--- config.mk ---
export PLATFORM = sky130hd
export DESIGN_NAME = cdb_issue_scheduler
export DESIGN_NICKNAME = d
export VERILOG_FILES = /design/src/rtl/cdb_issue_scheduler.sv
export SDC_FILE = /design/constraint.sdc
export NUM_CORES = 1
export LEC_CHECK = 0
export ABC_AREA = 1
export ABC_CLOCK_PERIOD_IN_PS = 1200
export CORE_MARGIN = 2
export CORE_UTILIZATION = 48
export CTS_CLUSTER_DIAMETER = 40
export DETAILED_ROUTE_END_ITERATION = 6
export GPL_ROUTABILITY_DRIVEN = 0
export PLACE_DENSITY_LB_ADDON = 0.08
export SETUP_SLACK_MARGIN = 0.5
export SYNTH_ARGS = -nofsm -noshare
export SYNTH_HDL_FRONTEND = slang
export SYNTH_SLANG_ARGS = --single-unit
--- constraint.sdc ---
create_clock -name clk -period 1.2 [get_ports clk]
set_input_delay 0.18 -clock clk [delete_from_list [all_inputs] [get_ports clk]]
set_output_delay 0.18 -clock clk [all_outputs]
set_load 0.05 [all_outputs]
--- src/rtl/cdb_issue_scheduler.sv ---
`default_nettype none
// ============================================================================
// Module      : cdb_issue_scheduler
// Description : Issue-stage scheduler for the Tomasulo back end. Each cycle it
//               grants dispatch to the ready int/mem/mult/div issue queues so
//               that no two results reach the Common Data Bus in the same
//               cycle. A per-slot ownership shift register records which unit
//               owns each future CDB cycle. A down-counter keeps a second div
//               out of the non-pipelined divider while it is busy.
//
// Ports       : clk, rst                   clock, synchronous active-high reset
//               ready_int/mem/mult/div     issue queue holds a ready instruction
//               issue_int/mem/mult/div     dispatch grants (combinational)
//               cdb_sel[2:0]               registered CDB owner
//                                          (0 empty, 1 int, 2 mem, 3 mult, 4 div)
//               cdb_valid                  cdb_sel != 0
//               div_busy                   divider occupied
// Revision    : 1.0 - initial release
// ============================================================================
module cdb_issue_scheduler #(
    parameter int LAT_INT  = 1,
    parameter int LAT_MEM  = 1,
    parameter int LAT_MULT = 4,
    parameter int LAT_DIV  = 7,
    parameter int DEPTH    = LAT_DIV
) (
    input  logic       clk,
    input  logic       rst,
    input  logic       ready_int,
    input  logic       ready_mem,
    input  logic       ready_mult,
    input  logic       ready_div,
    output logic       issue_int,
    output logic       issue_mem,
    output logic       issue_mult,
    output logic       issue_div,
    output logic [2:0] cdb_sel,
    output logic       cdb_valid,
    output logic       div_busy
);

    localparam int       c_cnt_w        = $clog2(LAT_DIV + 1);
    localparam logic [2:0] c_code_int   = 3'd1;
    localparam logic [2:0] c_code_mem   = 3'd2;
    localparam logic [2:0] c_code_mult  = 3'd3;
    localparam logic [2:0] c_code_div   = 3'd4;

    // Compile-time latency collisions between unit pairs.
    localparam bit c_div_eq_mult = (LAT_DIV == LAT_MULT);
    localparam bit c_int_eq_div  = (LAT_INT == LAT_DIV);
    localparam bit c_int_eq_mult = (LAT_INT == LAT_MULT);
    localparam bit c_mem_eq_div  = (LAT_MEM == LAT_DIV);
    localparam bit c_mem_eq_mult = (LAT_MEM == LAT_MULT);
    localparam bit c_int_eq_mem  = (LAT_INT == LAT_MEM);

    logic [2:0]         r_own [DEPTH];
    logic               r_rr_ptr;
    logic [c_cnt_w-1:0] r_div_cnt;

    logic [DEPTH:0]     w_free;
    logic               w_g_div;
    logic               w_g_mult;
    logic               w_q_int;
    logic               w_q_mem;
    logic               w_coll;
    logic               w_g_int;
    logic               w_g_mem;

    // w_free[L]: the slot reached L cycles from now is unreserved. own[L]
    // becomes own[L-1] after this edge; slot DEPTH is always empty since
    // zeros are shifted in at the top.
    always_comb begin
        w_free = '0;
        for (int k = 0; k < DEPTH; k++) begin
            w_free[k] = (r_own[k] == 3'd0);
        end
        w_free[DEPTH] = 1'b1;
    end

    // Fixed grant order div -> mult -> int/mem, so each stage only looks at
    // grants already decided and no combinational loop forms.
    always_comb begin
        w_g_div  = !rst & ready_div & !div_busy & w_free[LAT_DIV];
        w_g_mult = !rst & ready_mult & w_free[LAT_MULT]
                 & !(w_g_div & c_div_eq_mult);
        w_q_int  = !rst & ready_int & w_free[LAT_INT]
                 & !(w_g_div & c_int_eq_div) & !(w_g_mult & c_int_eq_mult);
        w_q_mem  = !rst & ready_mem & w_free[LAT_MEM]
                 & !(w_g_div & c_mem_eq_div) & !(w_g_mult & c_mem_eq_mult);
        // Only when int and mem share a latency does the round robin decide.
        w_coll   = w_q_int & w_q_mem & c_int_eq_mem;
        w_g_int  = w_q_int & !(w_coll & r_rr_ptr);
        w_g_mem  = w_q_mem & !(w_coll & !r_rr_ptr);
    end

    always_ff @(posedge clk) begin
        if (rst) begin
            for (int i = 0; i < DEPTH; i++) begin
                r_own[i] <= 3'd0;
            end
            r_rr_ptr  <= 1'b0;
            r_div_cnt <= '0;
        end else begin
            for (int i = 0; i < DEPTH - 1; i++) begin
                r_own[i] <= r_own[i + 1];
            end
            r_own[DEPTH-1] <= 3'd0;

            // Reservations are written after the shift so they take priority.
            if (w_g_div)  r_own[LAT_DIV-1]  <= c_code_div;
            if (w_g_mult) r_own[LAT_MULT-1] <= c_code_mult;
            if (w_g_int)  r_own[LAT_INT-1]  <= c_code_int;
            if (w_g_mem)  r_own[LAT_MEM-1]  <= c_code_mem;

            // Loser of a collision gets priority next time.
            if (w_coll) r_rr_ptr <= !r_rr_ptr;

            if (w_g_div) begin
                r_div_cnt <= c_cnt_w'(LAT_DIV - 1);
            end else if (r_div_cnt != '0) begin
                r_div_cnt <= r_div_cnt - c_cnt_w'(1);
            end
        end
    end

    assign issue_int  = w_g_int;
    assign issue_mem  = w_g_mem;
    assign issue_mult = w_g_mult;
    assign issue_div  = w_g_div;
    assign cdb_sel    = r_own[0];
    assign cdb_valid  = |r_own[0];
    assign div_busy   = (r_div_cnt != '0);

endmodule
`default_nettype wire

==> reports/results.ini, run 1 <==
[status]
failing_step=5_1_grt
error=[ERROR DPL-0038] Utilization greater than 100%, impossible to legalize
status=aborted with a tool error

[timing]
worstEndpointType=primary output
worstEndpointGrtRepair=issue_div

[floorplan]
io_pins=15
die_h_um=43.75
rows=14
die_w_um=43.75
start_util_pct=50.92

[yosys]
synth_area_leaders=dfxtp_1 42%, edfxtp_1 12%, inv_1 9.4%, nor2_1 8.9%, a21oi_2 3.5%
ys_seq_elements=19
syn_area_sq_um=758.2
yosys.area.top_type=dfxtp_1
synth_top_area_share_pct=42.24
synth_cell_types=22
seq_area_frac_synth_pct=54.13
syn_avg_cell_area_sq_um=8.519
synthCells=89
synth_warnings=0

[placement]
dp_hpwl_um=1082
placed_area_sq_um=1144
portBuffers=14

[clock_network]
postCtsHoldBufs=0
cts-root-buf=clkbuf_4
numCtsBuffers=3
cts.path.max_buffers=2
htree_levels=1
cts.sinks=19

[global_route]
grt_max_degree=12

-- synth_stat cells --
master,n
ha_1,2
o21ai_2,2
a21oi_2,3
nor2_2,2
dfxtp_1,16
inv_2,2
nand4_1,1
nand2_2,2
nand3_1,2
inv_1,19
o21ai_0,1
buf_6,1
conb_1,1
edfxtp_1,3
nor3_1,3
nand2_1,5
or3_1,1
a21oi_1,2
buf_2,1
nor2_4,1
nor2_1,18
o21ai_1,1
-- through the flow --
stage | hold slack, ps | setup slack [ps] | utilization [%] | std cells
floorplan | 323.5 | -239.1 | - | 91
global placement | 389.7 | -177.7 | 76.81 | 131
detailed placement | 395.9 | -196.3 | 76.81 | 131
CTS | 372.7 | -340.3 | 90.34 | 146
-- cells by family after synthesis --
family / after synthesis / share of synthesized area, %
flip-flops: 19 / 54.13
buffers and inverters: 23 / 12.54
adder cells (fa/ha/maj): 2 / 3.300
AO/OA/AOI/OAI: 9 / 8.416
other: 1 / 0.4946
AND/OR/NAND/NOR: 35 / 21.12
-- timing repair --
action,CTS
setup endpoints to repair,28
buffers inserted,11
hold endpoints to repair,0
pin swaps,9
gates resized for setup,28
==> run 2: changes to the inputs <==
- CORE_AREA: unset -> 2 2 63 65
- CORE_MARGIN: 2 -> unset
- CORE_UTILIZATION: 48 -> unset
- CTS_CLUSTER_DIAMETER: 40 -> unset
- DIE_AREA: unset -> 0 0 65 67
- PLACE_DENSITY_LB_ADDON: 0.08 -> 0.15
- SETUP_SLACK_MARGIN: 0.5 -> unset
==> reports/results.ini, run 2 <==
[status]
status=finished, violations left  ; was aborted with a tool error
failed_checks=setup timing

[timing]
period_minus_slack_ps=1477
period_share_pct=123.0
fin_ws_ps=-276.5
setup_viol=6
clock_skew_ps=0.6547
hold_violations=0
rsz0062_at_grt=true
final_max_slew_viol_count=0
fmax_mhz=677.3
tns_ps=-955.8
timing.hold.ws_ps=393.3

[yosys]
synth_area_leaders=dfxtp_1 42%, edfxtp_1 12%, inv_1 9.4%, nor2_1 8.9%, a21oi_2 3.5%  ; unchanged
yosys.area.top_type=dfxtp_1  ; unchanged
ys_seq_elements=19  ; unchanged
synthCells=89  ; unchanged
synth_top_area_share_pct=42.24  ; unchanged
seq_area_frac_synth_pct=54.13  ; unchanged
synth_warnings=0  ; unchanged
synth_common_cells=19 x inv_1, 18 x nor2_1, 16 x dfxtp_1  ; unchanged
synth_cell_types=22  ; unchanged
synth_edf_count=3  ; unchanged
syn_avg_cell_area_sq_um=8.519  ; unchanged
syn_area_sq_um=758.2  ; unchanged
synth_top_flop_cell=dfxtp_1  ; unchanged
synth.most_common_cell=inv_1  ; unchanged
synthArstFlopShare_pct=0  ; unchanged

[global_route]
grt_max_degree=14
antenna_found_initial=0
grt_pass1_vias=605
grt_pass1_wl_um=2470
grt.overflow.total=0
grt_use_total_pct=7.530

[placement]
portBuffers=14  ; unchanged
dp_worst_setup_slack_ps=-189.5  ; was -196.3 ps
dp_hpwl_um=1090  ; was 1082 um
placed_area_sq_um=1199  ; was 1144 sq um

[power_and_ir_drop]
peakVddDrop_uv=762.7
power_density_nw_per_um2=1698
power.total_mw=2.283
p_leak_nw=0.5846

[drt]
drc=0
routed-via-count=667
wl_per_cell_um=8.622
via_per_inst=3.706
drt-total-wl_um=1552
antenna_left=0
drt-pass1-iter-count=4
drt-initial-drc-count=3

[floorplan]
die_w_um=65  ; was 43.75 um
io_pins=15  ; unchanged
start_util_pct=21.03  ; was 50.92%
core_sq_um=3606
die_area_sq_um=4355
rows=22  ; was 14
die_h_um=67  ; was 43.75 um

[layout]
area_delta_synth_final_pct=77.39
fillCellCount=390
multi_input_area_sq_um=332.8
regArea_sq_um=416.7
antennaDiodeCount=0
design_area_sq_um=1345
top_regs=r_own (15), r_div_cnt (3), r_rr_ptr (1)
top_register=r_own
final_common_cell=buf_4
mostFrequentLayoutCells=25 x buf_4, 16 x nor2_1, 15 x inv_1, 11 x dfxtp_1, 8 x buf_12
largest_reg_flops=15
final_nets=141
drive_above_1_share_pct=51.52

[worst_setup_path]
rrSetupSlack_ps=-30
cp_data_required_time_ps=1020
cp.arrival_ps=1300
worst-setup-path-type=reg2out
critPathLaunchType=flop
crit_fanout=2
worst_setup_path_end_kind=output pin

[clock_network]
htree_levels=1  ; unchanged
cts-root-buf=clkbuf_8  ; was clkbuf_4
cts.path.max_buffers=2  ; unchanged
clk_pin_slew_ps=70
cts_tree=done
postCtsHoldBufs=0  ; unchanged
numCtsBuffers=3  ; unchanged
clk_latency_ps=250
cts.sinks=19  ; unchanged

[run]
drv_cap=0

[min_path]
hold_class=reg2reg

-- run 2: where the power goes --
part           switching, mW  total, mW  internal, mW
registers             0.0477      0.780         0.733
logic                  0.533       1.07         0.539
clock network          0.201      0.431         0.230
total                  0.782       2.28          1.50
-- run 2: final timing paths --
| kind | start | endpoint | cells after the start |
|---|---|---|---|
| setup / recovery | r_div_cnt[0] | issue_div | 7 |
| hold / removal | r_own[2][0] | r_own[1][0] | 2 |
| setup reg to reg | r_own[1][1] | r_rr_ptr | 8 |
| hold reg to reg | r_own[2][0] | r_own[1][0] | 2 |
-- run 2: kinds of logic (layout without fill, tap and decap cells) --
family	count (synthesis)	count (layout)	synth area share, %
buf+inv	23	64	12.54
compound gates	9	9	8.416
other cells	1	3	0.4946
flops	19	19	54.13
fa+ha+maj	2	2	3.300
simple gates	35	35	21.12
-- run 2: critical path, cell delays in order (launching register included) --
cell	delay [ps]
dfxtp_2	320
inv_2	70
ha_4	130
inv_2	40
nor2_4	130
inv_6	40
nor3_4	150
buf_12	160
-- run 2: cell type report --
class                           count  area share [%]
Clock inverter                      1          0.3721
Clock buffer                        3           3.070
Inverter                           21           6.233
Tap cell                           48           4.465
Multi-Input combinational cell     49           24.74
Sequential cell                    19           30.98
Timing Repair Buffer               39           30.14
-- run 2: stage by stage --
stage	utilization, %	std cells
3_3_place_gp	33.24	167
3_5_place_dp	33.24	167
2_1_floorplan	-	91
5_1_grt	37.30	180
6_report	37.30	180
4_1_cts	36.16	178
-- run 2: timing repair --
item	in CTS	in global routing
pin swaps	6	4
buffers inserted	7	2
resized for setup	8	8
gates cloned	0	0
endpoints found under the setup margin	8	10
-- run 2: metal layers --
layer,GRT usage [%],vias to the layer above,part of all wire [%]
met5,0,-,0
met4,3.989,0,0.84
met3,2.196,2,4.6
met2,12.50,14,51
met1,8.736,302,44
li1,-,349,-
(Power assumes the default switching activity.)
